File: src/rtl/gf_mul_inv_seq.sv
// rtl/gf_mul_inv_seq.sv - sequential GF(2^M) multiplier / inverter with programmable polynomial
//
// Computes a*b (mode=0) or a^(2^M-2) (mode=1) modulo x^M + poly using one
// shared MSB-first bit-serial multiplier (one operand bit per cycle).
//
// Ports:
//   clk, rst_n           clock (rising edge), asynchronous active-low reset
//   in_valid / in_ready  request handshake; a, b, poly, mode sampled on accept
//   mode                 0 = multiply, 1 = inverse (b ignored)
//   a, b, poly           operands and low M polynomial coefficients (x^M implicit)
//   out_valid/out_ready  result handshake; result and err held until accepted
//   result, err          product/inverse; err flags an inverse of zero
//   busy                 high whenever the unit is not idle
module gf_mul_inv_seq #(
  parameter int M = 8
) (
  input  logic         clk,
  input  logic         rst_n,
  input  logic         in_valid,
  output logic         in_ready,
  input  logic         mode,
  input  logic [M-1:0] a,
  input  logic [M-1:0] b,
  input  logic [M-1:0] poly,
  output logic         out_valid,
  input  logic         out_ready,
  output logic [M-1:0] result,
  output logic         err,
  output logic         busy
);

  localparam int CW = $clog2(M) + 1;
  localparam logic [CW-1:0] LAST = CW'(M - 1);

  typedef enum logic [2:0] {
    IDLE    = 3'd0,
    MUL     = 3'd1,
    INV_SQR = 3'd2,
    INV_MUL = 3'd3,
    DONE    = 3'd4
  } state_t;

  state_t         state_q, state_d;
  logic [M-1:0]   x_q, x_d;        // multiplicand, added when the current y bit is set
  logic [M-1:0]   y_q, y_d;        // multiplier, shifted left so bit M-1 is the current bit
  logic [M-1:0]   acc_q, acc_d;
  logic [M-1:0]   poly_q, poly_d;
  logic [M-1:0]   s_q, s_d;        // running square a^(2^k)
  logic [M-1:0]   r_q, r_d;        // running product of the squares
  logic [CW-1:0]  cnt_q, cnt_d;    // bit index within one multiply
  logic [CW-1:0]  iter_q, iter_d;  // inverse iteration k
  logic           zero_q, zero_d;  // inverse requested with a == 0
  logic [M-1:0]   result_q, result_d;
  logic           err_q, err_d;
  logic [M-1:0]   step_acc;

  assign in_ready  = (state_q == IDLE);
  assign busy      = (state_q != IDLE);
  assign out_valid = (state_q == DONE);
  assign result    = result_q;
  assign err       = err_q;

  always_comb begin
    state_d  = state_q;
    x_d      = x_q;
    y_d      = y_q;
    acc_d    = acc_q;
    poly_d   = poly_q;
    s_d      = s_q;
    r_d      = r_q;
    cnt_d    = cnt_q;
    iter_d   = iter_q;
    zero_d   = zero_q;
    result_d = result_q;
    err_d    = err_q;

    // acc = xtime(acc) ^ (y[j] ? x : 0)
    step_acc = {acc_q[M-2:0], 1'b0}
             ^ ({M{acc_q[M-1]}} & poly_q)
             ^ ({M{y_q[M-1]}} & x_q);

    case (state_q)
      IDLE: begin
        if (in_valid) begin
          poly_d = poly;
          acc_d  = '0;
          cnt_d  = '0;
          if (mode) begin
            s_d     = a;
            r_d     = M'(1);
            x_d     = a;
            y_d     = a;
            iter_d  = CW'(1);
            zero_d  = (a == '0);
            state_d = INV_SQR;
          end else begin
            x_d     = a;
            y_d     = b;
            state_d = MUL;
          end
        end
      end

      MUL: begin
        acc_d = step_acc;
        y_d   = y_q << 1;
        cnt_d = cnt_q + CW'(1);
        if (cnt_q == LAST) begin
          result_d = step_acc;
          err_d    = 1'b0;
          state_d  = DONE;
        end
      end

      INV_SQR: begin
        if (zero_q) begin
          // Zero has no inverse: report after a single cycle.
          result_d = '0;
          err_d    = 1'b1;
          state_d  = DONE;
        end else begin
          acc_d = step_acc;
          y_d   = y_q << 1;
          cnt_d = cnt_q + CW'(1);
          if (cnt_q == LAST) begin
            s_d     = step_acc;
            x_d     = r_q;
            y_d     = step_acc;
            acc_d   = '0;
            cnt_d   = '0;
            state_d = INV_MUL;
          end
        end
      end

      INV_MUL: begin
        acc_d = step_acc;
        y_d   = y_q << 1;
        cnt_d = cnt_q + CW'(1);
        if (cnt_q == LAST) begin
          r_d = step_acc;
          if (iter_q == LAST) begin
            result_d = step_acc;
            err_d    = 1'b0;
            state_d  = DONE;
          end else begin
            iter_d  = iter_q + CW'(1);
            x_d     = s_q;
            y_d     = s_q;
            acc_d   = '0;
            cnt_d   = '0;
            state_d = INV_SQR;
          end
        end
      end

      DONE: begin
        if (out_ready) begin
          state_d = IDLE;
        end
      end

      default: begin
        state_d = IDLE;
      end
    endcase
  end

  always_ff @(posedge clk or negedge rst_n) begin
    if (!rst_n) begin
      state_q  <= IDLE;
      x_q      <= '0;
      y_q      <= '0;
      acc_q    <= '0;
      poly_q   <= '0;
      s_q      <= '0;
      r_q      <= '0;
      cnt_q    <= '0;
      iter_q   <= '0;
      zero_q   <= 1'b0;
      result_q <= '0;
      err_q    <= 1'b0;
    end else begin
      state_q  <= state_d;
      x_q      <= x_d;
      y_q      <= y_d;
      acc_q    <= acc_d;
      poly_q   <= poly_d;
      s_q      <= s_d;
      r_q      <= r_d;
      cnt_q    <= cnt_d;
      iter_q   <= iter_d;
      zero_q   <= zero_d;
      result_q <= result_d;
      err_q    <= err_d;
    end
  end

endmodule

File: config.mk
export PLATFORM = sky130hd
export DESIGN_NAME = gf_mul_inv_seq
export DESIGN_NICKNAME = d
export VERILOG_FILES = /design/src/rtl/gf_mul_inv_seq.sv
export SDC_FILE = /design/constraint.sdc
export NUM_CORES = 1
export LEC_CHECK = 0
export ABC_AREA = 1
export CAP_MARGIN = 20
export CORE_ASPECT_RATIO = 1.2
export CORE_MARGIN = 2
export CORE_UTILIZATION = 35
export CTS_CLUSTER_DIAMETER = 30
export DETAILED_ROUTE_END_ITERATION = 8
export GPL_ROUTABILITY_DRIVEN = 1
export PLACE_DENSITY_LB_ADDON = 0.3
export SLEW_MARGIN = 15
export SYNTH_ARGS = -nofsm -noshare
export SYNTH_HDL_FRONTEND = slang
export SYNTH_SLANG_ARGS = --single-unit
File: constraint.sdc
create_clock -name clk -period 2.3 [get_ports clk]
set_input_delay 0.575 -clock clk [delete_from_list [all_inputs] [get_ports clk]]
set_output_delay 0.575 -clock clk [all_outputs]
set_load 0.05 [all_outputs]
==> impl_metrics.yaml <==
sta:
  tightest_slew_ns: 0.597
  setup_viol: 0
  hold_viol: 0
  period_share: 0.898
  clock_skew_ns: 0.00723
  slew_viol_final: 0
  slew_headroom: 0.602
  max_freq_mhz: 484
  tns_ns: 0
  rsz0062_at_grt: "no"
  hold_slack_ns: 0.235
  layout_min_cycle_time_ns: 2.07
synth:
  syn_avg_cell_area_um2: 7.40
  synthTopCellsByArea: "dfrtp_1 (44%), nand2_1 (17%), o21ai_0 (7.3%), nand3_1 (4.8%), inv_1 (4.4%)"
  ys.warnings.count: 0
  synth-async-reset-ratio: 1.00
  netlist.area_leader.share: 0.443
  yosysSeqAreaShare: 0.443
  synth-edff-count: 0
  ys_types: 30
  syn-instance-count: 527
  synth_flop_cell: "dfrtp_1"
  synth_nets: 558
  synth_common_cells: "nand2_1 (177), dfrtp_1 (69), o21ai_0 (57)"
  synth_area_um2: 3900
  synth.most_common_cell: "nand2_1"
  synth_seq_cells: 69
  synth_area_leader_cell: "dfrtp_1"
floorplanning:
  initial_core_util: 0.357
  dieArea_um2: 12000
  core_um2: 10900
  die_w_um: 100
  rows: 42
  ios: 41
  die_h_um: 120
pwr:
  p_int_mw: 3.93
  ir_drop_uv: 551
  p_leak_nw: 2.33
  pwr_density_cell_nw_per_um2: 1490
  clkPwrFrac: 0.216
  seq_power_share: 0.302
  p_sw_mw: 3.28
  switching_share: 0.455
  comb_power_share: 0.482
layout:
  final_util: 0.442
  antenna_cells: 0
  syn2layout_area_growth_pct: 23.9
  drive_gt1_frac: 0.108
  final_area_um2: 4830
  fin_nets: 607
  finalNonFillerCells: 713
hold_path:
  hold_path.class: "input port to async pin"
placement:
  place.gp.congestion: 0.947
  port_buffers: 40
  place_hpwl_um: 8640
  dp_cells: 697
  placed_area_um2: 4490
critical_path:
  path_delay_family: "buffers and inverters"
  crit_path_max_incr_delay_ns: 0.81
  crit_arrival_ns: 1.49
  path_class: "register to primary output"
  required_ns: 1.73
  crit_path_max_fanout: 2
  cp-start-kind: "register"
  cp_cell_sequence: "clkdlybuf4s50_1"
  end_kind: "primary output"
  path_buf_inv: 1
  cp_slowest_cell: "clkdlybuf4s50_1"
global_route:
  antenna_found_initial: 0
  grt_usage: 0.199
  grt_pass1_wl_um: 18400
  grt_max_degree: 33
  grt_pass1_vias: 3643
  grt_overflow: 0
clock_network:
  root_buffer: "clkbuf_16"
  htree_levels: 3
  ctsHoldBuffers: 0
  clkSinkCount: 69
  cts_setup_buffers: 0
  clockBufferDepth: 2
  cts_tree: "yes"
  cts_resized: 0
  clock_latency_ns: 0.35
  cts_made_buffers: 9
  path_clk_slew_ns: 0.06
routing:
  drc: 0
  antenna_left: 0
  vias: 3677
  drtIter0Drc: 233
  wire_per_inst_um: 15.7
  postRouteWirelength_um: 11200
  drt-pass1-iter-count: 5
  via_per_inst: 5.16
outcome:
  status: "completed"
flow_run:
  max_cap_violations: 0
-- kinds of logic (layout without fill, tap and decap cells) --
family,Yosys count,after routing,synth area share
xor gates and xnor gates,2,2,0.00450
AOI/OAI and AO/OA,96,96,0.128
DFF,69,69,0.443
adders and majority gates,2,2,0.00642
muxes,8,8,0.0231
buffers and inverters,63,117,0.0677
and+or+nand+nor,287,287,0.327
-- flip-flops by register name, indices dropped and copies added, names as in the netlist --
signal   cells
acc_q        8
poly_q       8
r_q          8
result       8
s_q          8
x_q          8
y_q          8
cnt_q        4
iter_q       4
state_q      3
err          1
zero_q       1
-- per-layer routing --
metal	routed length, µm	track usage	vias to the layer above
met5	0	0	-
met4	425	0.104	0
met3	564	0.0373	25
met2	5340	0.321	128
met1	4850	0.253	1710
li1	-	-	1814
-- layout by cell type (no fill, tap or decap) --
master and instances:
o21bai_1 1, o22ai_1 7, nand4_1 9, o21ai_2 2, dfrtp_1 69, clkdlybuf4s50_1 36
nand2_2 2, inv_1 46, buf_4 11, bufinv_16 2, clkbuf_8 2, o21ai_0 57
nand3b_1 1, inv_2 3, a21oi_1 27, clkbuf_16 9, clkinvlp_4 1, nor2_4 6
inv_6 1, nand2_1 177, clkinv_2 1, nor4_1 2, clkinv_1 1, mux2_2 8
nand3_1 37, nand2_4 5, ha_1 2, buf_12 3, nand3_2 2, buf_2 1
o21ai_1 2, nor3_4 1, nor2_2 1, xor2_1 2, or2_2 2, nor2_1 42
-- worst paths after layout --
check	startpoint	cells after the start	end	slack, ns
min reg2reg	err	2	err	0.48
min in group clk	err	2	err	0.48
max	result[4]	1	result[4]	0.23
max reg2reg	cnt_q[0]	9	x_q[3]	0.35
min	rst_n	1	r_q[1]	0.24
max in group asynchronous	rst_n	2	acc_q[0]	1.42
-- layout make-up --
| type | instances | area, µm² |
|---|---|---|
| clock buffers | 11 | 253 |
| clock inverters | 5 | 81.3 |
| fillers | 1121 | 6100 |
| inverters | 50 | 188 |
| multi-input cells | 395 | 1910 |
| flip-flops and latches | 69 | 1730 |
| well taps | 132 | 165 |
| repair buffers | 51 | 508 |
-- per-stage QoR --
| step | total power, mW | setup slack (ns) |
|---|---|---|
| after global placement | 5.57 | 0.317 |
| after floorplan | 4.58 | 0.424 |
| after global routing | 7.75 | 0.160 |
| final | 7.21 | 0.234 |
| after detailed placement | 5.65 | 0.262 |
| after CTS | 7.23 | 0.214 |
-- power by group through the flow --
stage,logic (mW),registers (mW),clock network (mW)
after detailed placement,3.46,2.19,0
after global placement,3.39,2.17,0
after CTS,3.48,2.17,1.58
after global routing,3.88,2.25,1.62
after floorplan,2.32,2.27,0
final,3.47,2.18,1.56
Power figures use the tool's default switching activity.
